[src/rtl/truth_sweep_ctrl_if.sv]
// Host-side bundle for the truth-table sweep sequencer: sweep control, expected
// table, unit stimulus/response and sweep results.
interface truth_sweep_ctrl_if #(
    parameter int N_IN = 4
);
    localparam int TBL_W = 2**N_IN;

    logic             start;
    logic             abort;
    logic [TBL_W-1:0] expected;
    logic             f_in;
    logic [N_IN-1:0]  abcd;
    logic             busy;
    logic             done;
    logic [TBL_W-1:0] table_out;
    logic [N_IN:0]    mism_cnt;
    logic             pass;

    modport master (
        output start, abort, expected, f_in,
        input  abcd, busy, done, table_out, mism_cnt, pass
    );

    modport slave (
        input  start, abort, expected, f_in,
        output abcd, busy, done, table_out, mism_cnt, pass
    );
endinterface

[src/rtl/truth_sweep_ctrl.sv]
// Walks every input code of an N_IN-input combinational unit, samples F after a
// settle time, builds the truth table and counts mismatches against a latched expectation.
//
// state     | meaning
// ----------+-----------------------------------------------------------
// ST_IDLE   | waiting for start; results from the last sweep held
// ST_WAIT   | abcd applied to the unit, counting settle cycles
// ST_SAMPLE | capture F for the current code, advance or finish
// ST_DONE   | one-cycle done pulse, pass verdict registered
module truth_sweep_ctrl #(
    parameter int N_IN   = 4,
    parameter int SETTLE = 2
) (
    input  logic              clk,
    input  logic              rst,
    truth_sweep_ctrl_if.slave bus
);
    localparam int TBL_W = 2**N_IN;

    localparam logic [3:0]      SETTLE_LAST = 4'(SETTLE - 1);
    localparam logic [3:0]      SETTLE_ONE  = 4'd1;
    localparam logic [N_IN-1:0] CODE_LAST   = '1;
    localparam logic [N_IN-1:0] CODE_ONE    = N_IN'(1);
    localparam logic [N_IN:0]   CNT_ONE     = (N_IN+1)'(1);

    typedef enum logic [1:0] {
        ST_IDLE   = 2'd0,
        ST_WAIT   = 2'd1,
        ST_SAMPLE = 2'd2,
        ST_DONE   = 2'd3
    } state_t;

    state_t           state;
    logic [3:0]       settle;
    logic [TBL_W-1:0] exp_q;
    logic [N_IN-1:0]  abcd_q;
    logic             busy_q;
    logic             done_q;
    logic [TBL_W-1:0] table_q;
    logic [N_IN:0]    mism_q;
    logic             pass_q;

    always_ff @(posedge clk or posedge rst) begin
        if (rst) begin
            state   <= ST_IDLE;
            settle  <= '0;
            exp_q   <= '0;
            abcd_q  <= '0;
            busy_q  <= 1'b0;
            done_q  <= 1'b0;
            table_q <= '0;
            mism_q  <= '0;
            pass_q  <= 1'b0;
        end else begin
            done_q <= 1'b0;
            unique case (state)
                ST_IDLE: begin
                    // abort outranks start so a host can hold the block parked
                    if (bus.start && !bus.abort) begin
                        exp_q   <= bus.expected;
                        abcd_q  <= '0;
                        table_q <= '0;
                        mism_q  <= '0;
                        pass_q  <= 1'b0;
                        settle  <= '0;
                        busy_q  <= 1'b1;
                        state   <= ST_WAIT;
                    end
                end
                ST_WAIT: begin
                    if (bus.abort) begin
                        busy_q <= 1'b0;
                        state  <= ST_IDLE;
                    end else if (settle == SETTLE_LAST) begin
                        state <= ST_SAMPLE;
                    end else begin
                        settle <= settle + SETTLE_ONE;
                    end
                end
                ST_SAMPLE: begin
                    if (bus.abort) begin
                        busy_q <= 1'b0;
                        state  <= ST_IDLE;
                    end else begin
                        table_q[abcd_q] <= bus.f_in;
                        if (bus.f_in != exp_q[abcd_q])
                            mism_q <= mism_q + CNT_ONE;
                        if (abcd_q == CODE_LAST) begin
                            state <= ST_DONE;
                        end else begin
                            abcd_q <= abcd_q + CODE_ONE;
                            settle <= '0;
                            state  <= ST_WAIT;
                        end
                    end
                end
                ST_DONE: begin
                    done_q <= 1'b1;
                    busy_q <= 1'b0;
                    pass_q <= (mism_q == '0);
                    state  <= ST_IDLE;
                end
                default: state <= ST_IDLE;
            endcase
        end
    end

    assign bus.abcd      = abcd_q;
    assign bus.busy      = busy_q;
    assign bus.done      = done_q;
    assign bus.table_out = table_q;
    assign bus.mism_cnt  = mism_q;
    assign bus.pass      = pass_q;
endmodule

[src/flat_wrapper.sv]
// flat-port wrapper written by rule: the top's interface ports become plain ports
module truth_sweep_ctrl_flat 
#(
    parameter int N_IN   = 4,
    parameter int SETTLE = 2
)
  (clk, rst, bus_start, bus_abort, bus_expected, bus_f_in, bus_abcd, bus_busy, bus_done, bus_table_out, bus_mism_cnt, bus_pass);
  truth_sweep_ctrl_if #(.N_IN(N_IN)) bus_i ();
  input  logic clk;
  input  logic rst;
  input wire logic [$bits(bus_i.start)-1:0] bus_start;
  input wire logic [$bits(bus_i.abort)-1:0] bus_abort;
  input wire logic [$bits(bus_i.expected)-1:0] bus_expected;
  input wire logic [$bits(bus_i.f_in)-1:0] bus_f_in;
  output wire logic [$bits(bus_i.abcd)-1:0] bus_abcd;
  output wire logic [$bits(bus_i.busy)-1:0] bus_busy;
  output wire logic [$bits(bus_i.done)-1:0] bus_done;
  output wire logic [$bits(bus_i.table_out)-1:0] bus_table_out;
  output wire logic [$bits(bus_i.mism_cnt)-1:0] bus_mism_cnt;
  output wire logic [$bits(bus_i.pass)-1:0] bus_pass;
  assign bus_i.start = bus_start;
  assign bus_i.abort = bus_abort;
  assign bus_i.expected = bus_expected;
  assign bus_i.f_in = bus_f_in;
  assign bus_abcd = bus_i.abcd;
  assign bus_busy = bus_i.busy;
  assign bus_done = bus_i.done;
  assign bus_table_out = bus_i.table_out;
  assign bus_mism_cnt = bus_i.mism_cnt;
  assign bus_pass = bus_i.pass;
  truth_sweep_ctrl #(.N_IN(N_IN), .SETTLE(SETTLE)) u_core (.clk(clk), .rst(rst), .bus(bus_i));
endmodule
[config.mk]
export PLATFORM = sky130hd
export DESIGN_NAME = truth_sweep_ctrl_flat
export DESIGN_NICKNAME = d
export VERILOG_FILES = /design/src/rtl/truth_sweep_ctrl_if.sv /design/src/rtl/truth_sweep_ctrl.sv /design/src/flat_wrapper.sv
export SDC_FILE = /design/constraint.sdc
export NUM_CORES = 1
export LEC_CHECK = 0
export ABC_AREA = 1
export CORE_MARGIN = 1.5
export CORE_UTILIZATION = 45
export DETAILED_ROUTE_END_ITERATION = 8
export PLACE_DENSITY = 0.74
export SLEW_MARGIN = 20
export SYNTH_ARGS = -nofsm -noshare
export SYNTH_HDL_FRONTEND = slang
export SYNTH_SLANG_ARGS = --single-unit
[constraint.sdc]
create_clock -name clk -period 2 [get_ports clk]
set_input_delay 0.2 -clock clk [delete_from_list [all_inputs] [get_ports clk]]
set_output_delay 0.2 -clock clk [all_outputs]
set_load 0.05 [all_outputs]
==> results of run 1 <==
## worst min-delay path, stage by stage
cell,delay (ps)
clkdlybuf4s50_1,410
inv_2,70
buf_12,260
## cells in the final DEF, fill, tap and decap left out
master | Yosys | final
nand3b_1 | 2 | 2
clkinv_2 | 0 | 1
buf_12 | 1 | 1
clkbuf_1 | 3 | 1
o22ai_1 | 16 | 16
nand2_1 | 87 | 87
nand3_2 | 1 | 1
nor3b_2 | 2 | 2
o21ai_1 | 5 | 5
clkbuf_8 | 0 | 6
dlymetal6s2s_1 | 0 | 1
ha_1 | 12 | 12
nand4_1 | 4 | 4
nand2_4 | 1 | 1
buf_4 | 0 | 8
dfrtp_1 | 50 | 50
inv_4 | 1 | 1
nand3_1 | 24 | 24
a21oi_2 | 1 | 1
nor2_1 | 20 | 20
nor2_4 | 1 | 1
o2bb2ai_1 | 1 | 1
nor3_1 | 2 | 2
inv_2 | 9 | 10
o21ai_0 | 23 | 23
xor2_1 | 4 | 4
clkdlybuf4s50_1 | 0 | 46
nor2_2 | 3 | 3
a21oi_1 | 5 | 5
inv_1 | 35 | 34
nand2_2 | 10 | 10
nor4_1 | 1 | 1
mux2_2 | 1 | 1
## power by group through the flow
stage / sequential, mW / combinational (mW) / clock (mW)
6_report: 1.38 / 1.71 / 0.602
5_1_grt: 1.41 / 1.91 / 0.666
4_1_cts: 1.38 / 1.72 / 0.621
3_5_place_dp: 1.40 / 1.71 / 0
3_3_place_gp: 1.39 / 1.65 / 0
2_1_floorplan: 1.52 / 1.17 / 0
## sequential cells by signal, indices dropped and copies added (netlist names)
name / count
u_core.bus.mism_cnt: 5
u_core.exp_q: 16
u_core.settle: 4
u_core.bus.table_out: 16
u_core.bus.abcd: 4
u_core.bus.pass: 1
u_core.state: 2
u_core.bus.busy: 1
u_core.bus.done: 1
## layer usage
| layer | part of all wire | vias up | track usage |
|---|---|---|---|
| met1 | 0.46 | 1009 | 0.2642 |
| met2 | 0.48 | 49 | 0.3118 |
| li1 | - | 1171 | - |
| met5 | 0 | - | 0 |
| met4 | 0.010 | 0 | 0.05345 |
| met3 | 0.047 | 5 | 0.04886 |
## area by class of cell
class                   count  area, µm²
clock buffers               7      86.33
well taps                  72      90.09
flip-flops and latches     50       1251
clock inverters             1      5.005
repair buffers             56      553.0
multi-input cells         226       1196
fillers                   500       2288
inverters                  45      171.4
## logic make-up after synthesis
family	Yosys count	synth area share
simple gates	158	0.2675
mux	1	0.004201
flops	50	0.4669
fa+ha+maj	12	0.05602
xor+xnor	4	0.01307
compound gates	51	0.1055
buf+inv	54	0.08683
## timing repair
item	CTS	global route
setup buffers	0	0
gates resized for setup	0	1
endpoints found under the setup margin	0	1
## how the worst min path moves through the flow
| stage | endpoint | depth (start not counted) |
|---|---|---|
| finish | u_core.exp_q[2] | 3 |
| floorplan | u_core.exp_q[0] | 2 |
| global placement | u_core.bus.table_out[15] | 1 |
| CTS | u_core.exp_q[2] | 3 |
| global route | u_core.bus.mism_cnt[4] | 3 |
| detailed placement | u_core.bus.table_out[15] | 1 |
## per-stage QoR
| step | cell area [µm²] | hold slack (ps) | power [mW] |
|---|---|---|---|
| 2_1_floorplan | 2680 | 321.0 | 2.691 |
| 3_3_place_gp | 3259 | 490.5 | 3.044 |
| 3_5_place_dp | 3259 | 490.5 | 3.105 |
| 4_1_cts | 3351 | 247.5 | 3.723 |
| 5_1_grt | 3353 | 279.4 | 3.982 |
| 6_report | 3353 | 246.2 | 3.690 |
==> metrics.yaml, run 1 <==
slowest_delay_ps: 410
p_switching_mw: 1.588
cts-root-buf: "clkbuf_8"
rsz0062_at_grt: "no"
rows: 27
yosysTopAreaCell: "dfrtp_1"
ir_drop_v: 0.0004186
dp_cells: 449
io_buffers: 48
ys_seq_area_frac: 0.4669
die_y_um: 80.18
drc: 0
power_frac_comb: 0.464
hold_path_class: "in2async"
ys.warnings.count: 0
final_hold_viol_count: 0
ys_ff_latch: 50
antenna_cells: 0
setup_ws_ps: 200.8
arrival_ps: 2020
cts_buffers: 5
worst_pin_slew_ps: 520.1
htreeDepth: 2
fin_crit_ps: 1799
maxSlewHeadroom: 0.6522
nets: 417
yosys-top-cells-area: "dfrtp_1 (47%), nand2_1 (12%), ha_1 (5.6%), inv_1 (4.9%), nand3_1 (4.5%)"
antenna_found_initial: 0
cp_slowest_cell: "dfrtp_1"
path_clk_slew_ps: 90
path_class: "reg2reg"
drt_pass1_iterations: 4
dieArea_mm2: 0.006428
vias_per_cell: 4.888
grt_max_degree: 51
synth_area_per_cell_um2: 8.121
critPathCaptureType: "register"
final_cells: 457
drive_gt1_frac: 0.1221
synthArstFlopShare: 1.000
p_int_mw: 2.102
p_leak_nw: 1.580
ios: 49
crit_end: "u_core.bus.table_out[6]"
timing.rr.end: "u_core.bus.table_out[6]"
cp-start-kind: "register"
finalWeightedCongestion: 0.8110
cp_cell_sequence: "inv_1 > ha_1 > nand2_1 > a21oi_2 > nand2_1 > o22ai_1"
final_core_util: 0.5944
start_util: 0.4750
setup_tns_ps: 0
synth.distinct_cells: 31
globalRouteOverflowTotal: 0
critical_path.top_delay_family: "simple AND/OR/NAND/NOR gates"
power_frac_seq: 0.373
crit_cells: 6
routed_wl_um: 5733
cts_tree: "built"
power_density_mw_per_mm2: 1100
clock-sinks: 50
maxSlewViolCount: 0
synthCells: 330
cap_viol_max_count: 0
dp_hpwl_um: 4162
setup-violations-final: 0
syn_nets: 363
grt_usage: 0.1957
crit_required_ps: 2220
syn_area_mm2: 0.002680
clock_latency_ps: 300
grt_pass1_wl_um: 9749
core_area_mm2: 0.005642
dp_slack_ps: 177.6
r2r_slack_ps: 200
clock_power_share: 0.163
synth_top_cell_area_share: 0.4669
synthTopCellsByCount: "nand2_1 (87), dfrtp_1 (50), inv_1 (35)"
syn_to_final_growth_pct: 25.12
cts_buffer_depth: 2
r2r-start: "u_core.state[0]"
dr_total_vias: 2234
ant_nets: 0
synthFlopType: "dfrtp_1"
wl_per_cell_um: 12.54
holdBufCountCts: 0
worstSetupStartpoint: "u_core.state[0]"
fin_crit_sh: 0.8996
drtIter0Drc: 125
cp_max_fo: 16
dieWidth_um: 80.18
p_sw_frac: 0.4304
status: "complete, no violations"
fin_worst_skew_ps: 5.543
critPathBufInv: 1
synth.most_common_cell: "nand2_1"
cpMostUsedCell: "nand2_1"
synth_edf_count: 0
fmax_mhz: 555.8
grt_pass1_vias: 2100
reg2regPathDepth: 6
(Power assumes the default switching activity.)
==> run 2: changes to the inputs <==
CORE_MARGIN = not set   (was 1.5)
==> run 2 against run 1 <==
Compared with the run above:
- clock skew hardly changed
- routed wire length is 3.6% lower
- critical path depth down 4
- first-iteration DRC count shrank 0.80%
- setup slack got worse by 110 ps
- cell area increased by 0.93%
- sequential power is essentially flat
==> metrics.yaml, run 2 (same netlist as run 1, synthesis figures left out) <==
slowest_delay_ps: 800
reg2regPathDepth: 9
worst_pin_slew_ps: 540.6
start_util: 0.4779
ir_drop_v: 0.0006356
ant_nets: 0
setup_tns_ps: 0
cp_max_fo: 5
clock_latency_ps: 300
p_leak_nw: 1.580
rows: 27
hold-worst-slack_ps: 252.6
grt_pass1_vias: 2100
met2_length_um: 2513
arrival_ps: 1710
power_density_mw_per_mm2: 1103
nets: 419
vias_per_cell: 4.996
setup-violations-final: 0
fin_worst_skew_ps: 5.599
layout_commonest_cell: "nand2_1"
path_clk_slew_ps: 90
dp_slack_ps: 264.9
grt_usage: 0.1983
dieArea_mm2: 0.006269
status: "complete, no violations"
dp_hpwl_um: 4136
dr_total_vias: 2293
finalWeightedCongestion: 0.8104
antenna_found_initial: 0
antenna_cells: 0
syn_to_final_growth_pct: 26.28
drtIter0Drc: 124
fin_crit_sh: 0.9569
cts_resized: 0
setup_ws_ps: 86.27
hold_path_class: "in2async"
m1WireLength_um: 2732
die_y_um: 79.18
maxSlewViolCount: 0
top_layer_used: "met4"
routed_wl_um: 5528
drive_gt1_frac: 0.1292
cp_cell_sequence: "buf_4 > clkdlybuf4s50_1"
cts_tree: "built"
cp_slowest_cell: "clkdlybuf4s50_1"
ios: 49
grt_max_degree: 33
core_area_mm2: 0.005608
crit_required_ps: 1800
post-cts-setup-buffer-count: 0
layout_common_cells: "nand2_1 (87), dfrtp_1 (50), clkdlybuf4s50_1 (47)"
drt_pass1_iterations: 4
dieWidth_um: 79.18
final_hold_viol_count: 0
rsz0062_at_grt: "no"
cap_viol_max_count: 0
globalRouteOverflowTotal: 0
wl_per_cell_um: 12.04
maxSlewHeadroom: 0.6391
io_buffers: 48
path_class: "reg2out"
met3RoutedLength_um: 216
r2r_slack_ps: 250
cts_buffers: 5
fin_crit_ps: 1914
fmax_mhz: 522.5
grt_pass1_wl_um: 9729
htreeDepth: 2
clock-sinks: 50
holdBufCountCts: 0
cp-start-kind: "register"
drc: 0
critPathCaptureType: "primary output"
cts-root-buf: "clkbuf_8"
cts_buffer_depth: 2
[run 2: stage by stage]
step / std cells / power, mW / util / cell area (µm²)
6_report: 459 / 3.735 / 0.6035 / 3385
4_1_cts: 459 / 3.760 / 0.6035 / 3385
3_5_place_dp: 451 / 3.080 / 0.5839 / 3274
5_1_grt: 459 / 4.032 / 0.6035 / 3385
2_1_floorplan: 330 / 2.691 / - / 2680
3_3_place_gp: 451 / 3.047 / 0.5839 / 3274
[run 2: layer usage]
layer,up-vias,GRT usage
met5,-,0
met1,1060,0.2770
met4,0,0.06182
li1,1172,-
met3,8,0.03793
met2,53,0.3103
[run 2: final timing paths]
path,endpoint,start
hold reg to reg,u_core.bus.pass,u_core.bus.pass
min in group clk,u_core.exp_q[2],bus_expected[2]
hold / removal,u_core.bus.busy,rst
setup reg to reg,u_core.bus.abcd[3],u_core.state[1]
max in group asynchronous,u_core.bus.mism_cnt[1],rst
setup / recovery,bus_abcd[1],u_core.bus.abcd[1]
[run 2: where the power goes]
group	switching [mW]	internal [mW]	leakage, nW	total (mW)
Sequential	0.133	1.25	0.666	1.38
Combinational	1.10	0.578	0.856	1.68
Clock	0.327	0.350	0.0575	0.677
Total	1.56	2.17	1.58	3.73
[run 2: layout make-up]
cell class	instances	area, µm²
fillers	518	2223
clock buffers	8	110.1
well taps	72	90.09
inverters	45	171.4
repair buffers	58	565.5
flip-flops and latches	50	1251
multi-input cells	226	1196
[run 2: critical path: cells and delay by family (launching register included)]
family / cells / cell delay [ps]
flops: 1 / 440
buf+inv: 2 / 970
==> run 3: changes to the inputs <==
clock period = 1.8 ns   (was 2 ns; I/O delays follow)
==> run 3 against run 2 <==
Compared with the run above:
- power rose by 14%
- final cell count unchanged
- die area is the same
- combinational power is 14% higher
- critical path depth fell by 1
- global-route usage decreased by 0.32 points
- clock power grew 19%
- sequential share of layout area fell by 0.076 points
- flip-flop and latch count unchanged
- routed wire length fell by 0.71%
- utilization grew 0.25 points
==> metrics.yaml, run 3 (same netlist as run 1, synthesis figures left out) <==
hold_path_class: "in2async"
cp_max_fo: 5
path_class: "reg2out"
p_leak_nw: 1.621
ant_nets: 0
fmax_mhz: 577.5
cp_cell_sequence: "clkdlybuf4s50_1"
antenna_cells: 0
ios: 49
die_y_um: 79.18
path_clk_slew_ps: 90
nets: 419
hold-worst-slack_ps: 232.1
vias_per_cell: 4.983
slowest_delay_ps: 830
rows: 27
holdBufCountCts: 0
final_cells: 459
multi_input_area_mm2: 0.001204
globalRouteOverflowTotal: 0
drtIter0Drc: 122
cp-start-kind: "register"
cap_viol_max_count: 0
syn_to_final_growth_pct: 26.80
cp_slowest_cell: "clkdlybuf4s50_1"
setup-violations-final: 0
cts_tree: "built"
critical_path.top_delay_family: "buffers and inverters"
maxSlewViolCount: 0
layout_common_cells: "nand2_1 (86), dfrtp_1 (48), clkdlybuf4s50_1 (42)"
setup_tns_ps: 0
dieArea_mm2: 0.006269
power_density_mw_per_mm2: 1252
regArea_mm2: 0.001254
io_buffers: 48
status: "complete, no violations"
layout_commonest_cell: "nand2_1"
drive_gt1_frac: 0.1499
crit_required_ps: 1620
critPathBufInv: 1
grt_max_degree: 51
grt_pass1_vias: 2197
dp_hpwl_um: 4025
fin_worst_skew_ps: 9.507
core_area_mm2: 0.005608
antenna_found_initial: 0
drt_pass1_iterations: 4
arrival_ps: 1550
final_hold_viol_count: 0
fin_crit_ps: 1731
cts-root-buf: "clkbuf_8"
htreeDepth: 2
wl_per_cell_um: 11.96
start_util: 0.4779
final_core_util: 0.6060
fin_crit_sh: 0.9619
clock-sinks: 50
routed_wl_um: 5489
grt_usage: 0.1951
maxSlewHeadroom: 0.6568
dieWidth_um: 79.18
drc: 0
dp_cells: 451
finalWeightedCongestion: 0.8786
worst_pin_slew_ps: 514.0
ir_drop_v: 0.0006205
n_fill_cell: 528
grt_pass1_wl_um: 9597
critPathCaptureType: "primary output"
clock_latency_ps: 300
dr_total_vias: 2287
rsz0062_at_grt: "yes"
cts_buffers: 5
cts_buffer_depth: 2
-- run 3: routing by layer --
layer / track usage / part of all wire / vias up
met4: 0.05636 / 0.0089 / 0
li1: - / - / 1173
met1: 0.2555 / 0.48 / 1061
met3: 0.04598 / 0.048 / 6
met5: 0 / 0 / -
met2: 0.3207 / 0.46 / 47
-- run 3: final timing paths --
kind	from	end	slack, ps	cells after the start
max in group asynchronous	rst	u_core.bus.abcd[0]	1340	3
worst min-delay path	rst	u_core.exp_q[2]	230	3
worst max register to register	u_core.state[0]	u_core.settle[3]	110	8
worst max-delay path	u_core.bus.mism_cnt[1]	bus_mism_cnt[1]	70	1
worst min register to register	u_core.bus.table_out[15]	u_core.bus.table_out[15]	520	1
min in group clk	bus_expected[5]	u_core.exp_q[5]	440	3
-- run 3: worst reg2reg max path, stage by stage, from the launching register on --
cell,delay [ps]
dfrtp_1,380
inv_1,80
ha_2,230
nand2_1,150
o21ai_0,100
nor2_1,130
nand3b_1,180
o21ai_0,190
nor3b_2,170
-- run 3: area by class of cell --
cell class	count	area share
sequential	50	0.3689
multi-input combinational	226	0.3542
timing repair buffer	58	0.1657
inverter	45	0.05044
tap	72	0.02651
clock buffer	7	0.02541
clock inverter	1	0.008837
-- run 3: repair_timing --
action,4_1_cts,5_1_grt
resized for setup,0,7
endpoints found under the setup margin,0,25
setup buffers,0,0
-- run 3: through the flow --
stage               setup slack (ps)  cell area, µm²  power (mW)
global placement               135.9            3268       3.386
detailed placement             70.57            3268       3.444
CTS                            13.18            3385       4.259
finish                         68.52            3398       4.255
global route                  -32.69            3398       4.564
floorplan                      13.57            2681       2.991
-- run 3: power by group --
part / internal [mW] / total (mW) / switching (mW)
registers: 1.39 / 1.53 / 0.143
clock network: 0.453 / 0.804 / 0.351
logic: 0.658 / 1.92 / 1.26
==> variant (config.mk and constraints of run 2) <==
`N_IN` is set to 4 in 3 places; all go to 5.
--- a/src/rtl/truth_sweep_ctrl_if.sv
+++ b/src/rtl/truth_sweep_ctrl_if.sv
@@ -1,7 +1,7 @@
 // Host-side bundle for the truth-table sweep sequencer: sweep control, expected
 // table, unit stimulus/response and sweep results.
 interface truth_sweep_ctrl_if #(
-    parameter int N_IN = 4
+    parameter int N_IN = 5
 );
     localparam int TBL_W = 2**N_IN;
 
--- a/src/rtl/truth_sweep_ctrl.sv
+++ b/src/rtl/truth_sweep_ctrl.sv
@@ -8,7 +8,7 @@
 // ST_SAMPLE | capture F for the current code, advance or finish
 // ST_DONE   | one-cycle done pulse, pass verdict registered
 module truth_sweep_ctrl #(
-    parameter int N_IN   = 4,
+    parameter int N_IN   = 5,
     parameter int SETTLE = 2
 ) (
     input  logic              clk,
--- a/src/flat_wrapper.sv
+++ b/src/flat_wrapper.sv
@@ -1,7 +1,7 @@
 // flat-port wrapper written by rule: the top's interface ports become plain ports
 module truth_sweep_ctrl_flat 
 #(
-    parameter int N_IN   = 4,
+    parameter int N_IN   = 5,
     parameter int SETTLE = 2
 )
   (clk, rst, bus_start, bus_abort, bus_expected, bus_f_in, bus_abcd, bus_busy, bus_done, bus_table_out, bus_mism_cnt, bus_pass);
Ports: changed (resized bus_abcd, bus_expected, bus_mism_cnt and bus_table_out); port bits go from 49 to 83. No check against the original RTL was run, so the function may have changed too.
==> variant against run 2 <==
  * Final area is 70% higher
  * Power rose by 73%
  * Fmax decreased by 1.4%
  * Wire length rose by 96%
  * Hold slack gained 0.065 ns
  * Sequential cell count up 34
  * Worst setup slack got worse by 0.026 ns
  * Combinational power increased by 65%
  * Area after synthesis increased by 67%
  * Count of clock-buffer cells in the layout increased by 3
==> variant: results <==
metrics = {
    "cts": {
        "cts_buffers": 9,
        "cts.htree.levels": 3,
        "clock_latency_ns": 0.36,
    },
    "place": {
        "port_buffers": 82,
        "dp_slack_ns": 0.07073,
        "placedInstanceArea_sq_um": 5490,
        "routabilityCongestion": 0.8654,
        "dp_cells": 748,
        "dp_hpwl_microns": 7473,
    },
    "detailed_routing": {
        "via_per_inst": 5.132,
        "route.met2.wl_microns": 5287,
        "wl_met1_microns": 4808,
        "routed_wirelength_microns": 10820,
        "drtIter0Drc": 202,
        "first_pass_iters": 5,
        "dr_wl_met3_microns": 436,
    },
    "yosys": {
        "synth_common_cells": "89 x nand2_1, 84 x dfrtp_1, 78 x inv_1",
        "synthCells": 539,
        "seq_area_frac_synth": 0.4697,
        "ys_types": 39,
        "yosys-top-cells-area": "dfrtp_1 47%, nand2_1 7.5%, a21oi_1 6.6%",
        "synthesis.nets": 589,
    },
    "critical_path": {
        "cp_max_fo": 6,
        "crit_slowest_cell": "clkdlybuf4s50_1",
        "slowest_delay_ns": 0.83,
        "worst_ep_arrival_time_ns": 1.74,
    },
    "outcome": {
        "outcome": "completed",
    },
    "final_layout": {
        "nNetsFinal": 677,
        "stdcell_count": 765,
        "drive_gt1_frac": 0.1456,
    },
    "timing": {
        "relSlewSlack": 0.6554,
        "skew_ns": 0.01102,
    },
    "grt": {
        "grt_first_pass_wirelength_microns": 17760,
        "antenna_found_initial": 0,
        "grt_max_degree": 85,
        "grt_pass1_vias": 3705,
    },
}
## variant: path summary, 6_finish.rpt
check,from,end,slack (ns),cells after the start
worst min-delay path,rst,u_core.settle[1]$_DFFE_PP0P_,0.32,3
worst min register to register,u_core.exp_q[10]$_DFFE_PP0P_,u_core.exp_q[10]$_DFFE_PP0P_,0.52,1
worst max register to register,u_core.state[0]$_DFFE_PP0P_,u_core.bus.abcd[3]$_DFFE_PP0P_,0.13,8
worst max-delay path,u_core.bus.abcd[3]$_DFFE_PP0P_,bus_abcd[3],0.06,2
min in group clk,bus_expected[31],u_core.exp_q[31]$_DFFE_PP0P_,0.40,3
max in group asynchronous,rst,u_core.bus.abcd[1]$_DFFE_PP0P_,1.33,3
## variant: where the power goes
part	internal [mW]	switching [mW]	total [mW]
Combinational	0.989	1.79	2.78
Sequential	2.10	0.174	2.27
Clock	0.774	0.638	1.41
## variant: cell type report
cell class	count	area [sq um]
Sequential cell	84	2105
Tap cell	133	166.4
Multi-Input combinational cell	345	1946
Inverter	86	330.3
Clock inverter	5	83.83
Fill cell	855	3924
Timing Repair Buffer	101	978.4
Clock buffer	11	151.4
## variant: timing repair
item | CTS | global route
resized for setup | 0 | 4
endpoints found under the setup margin | 0 | 30
endpoints found under the hold margin | 0 | 0
buffers inserted | 0 | 1
## variant: logic make-up (layout without fill, tap and decap cells)
kind of cell / count (synthesis) / after routing / synth area share
muxes: 2 / 2 / 0.005032
buffers and inverters: 110 / 203 / 0.1032
adders and majority gates: 13 / 13 / 0.03634
AOI/OAI and AO/OA: 115 / 115 / 0.1504
xor gates and xnor gates: 4 / 4 / 0.007829
DFF: 84 / 84 / 0.4697
and+or+nand+nor: 211 / 211 / 0.2276
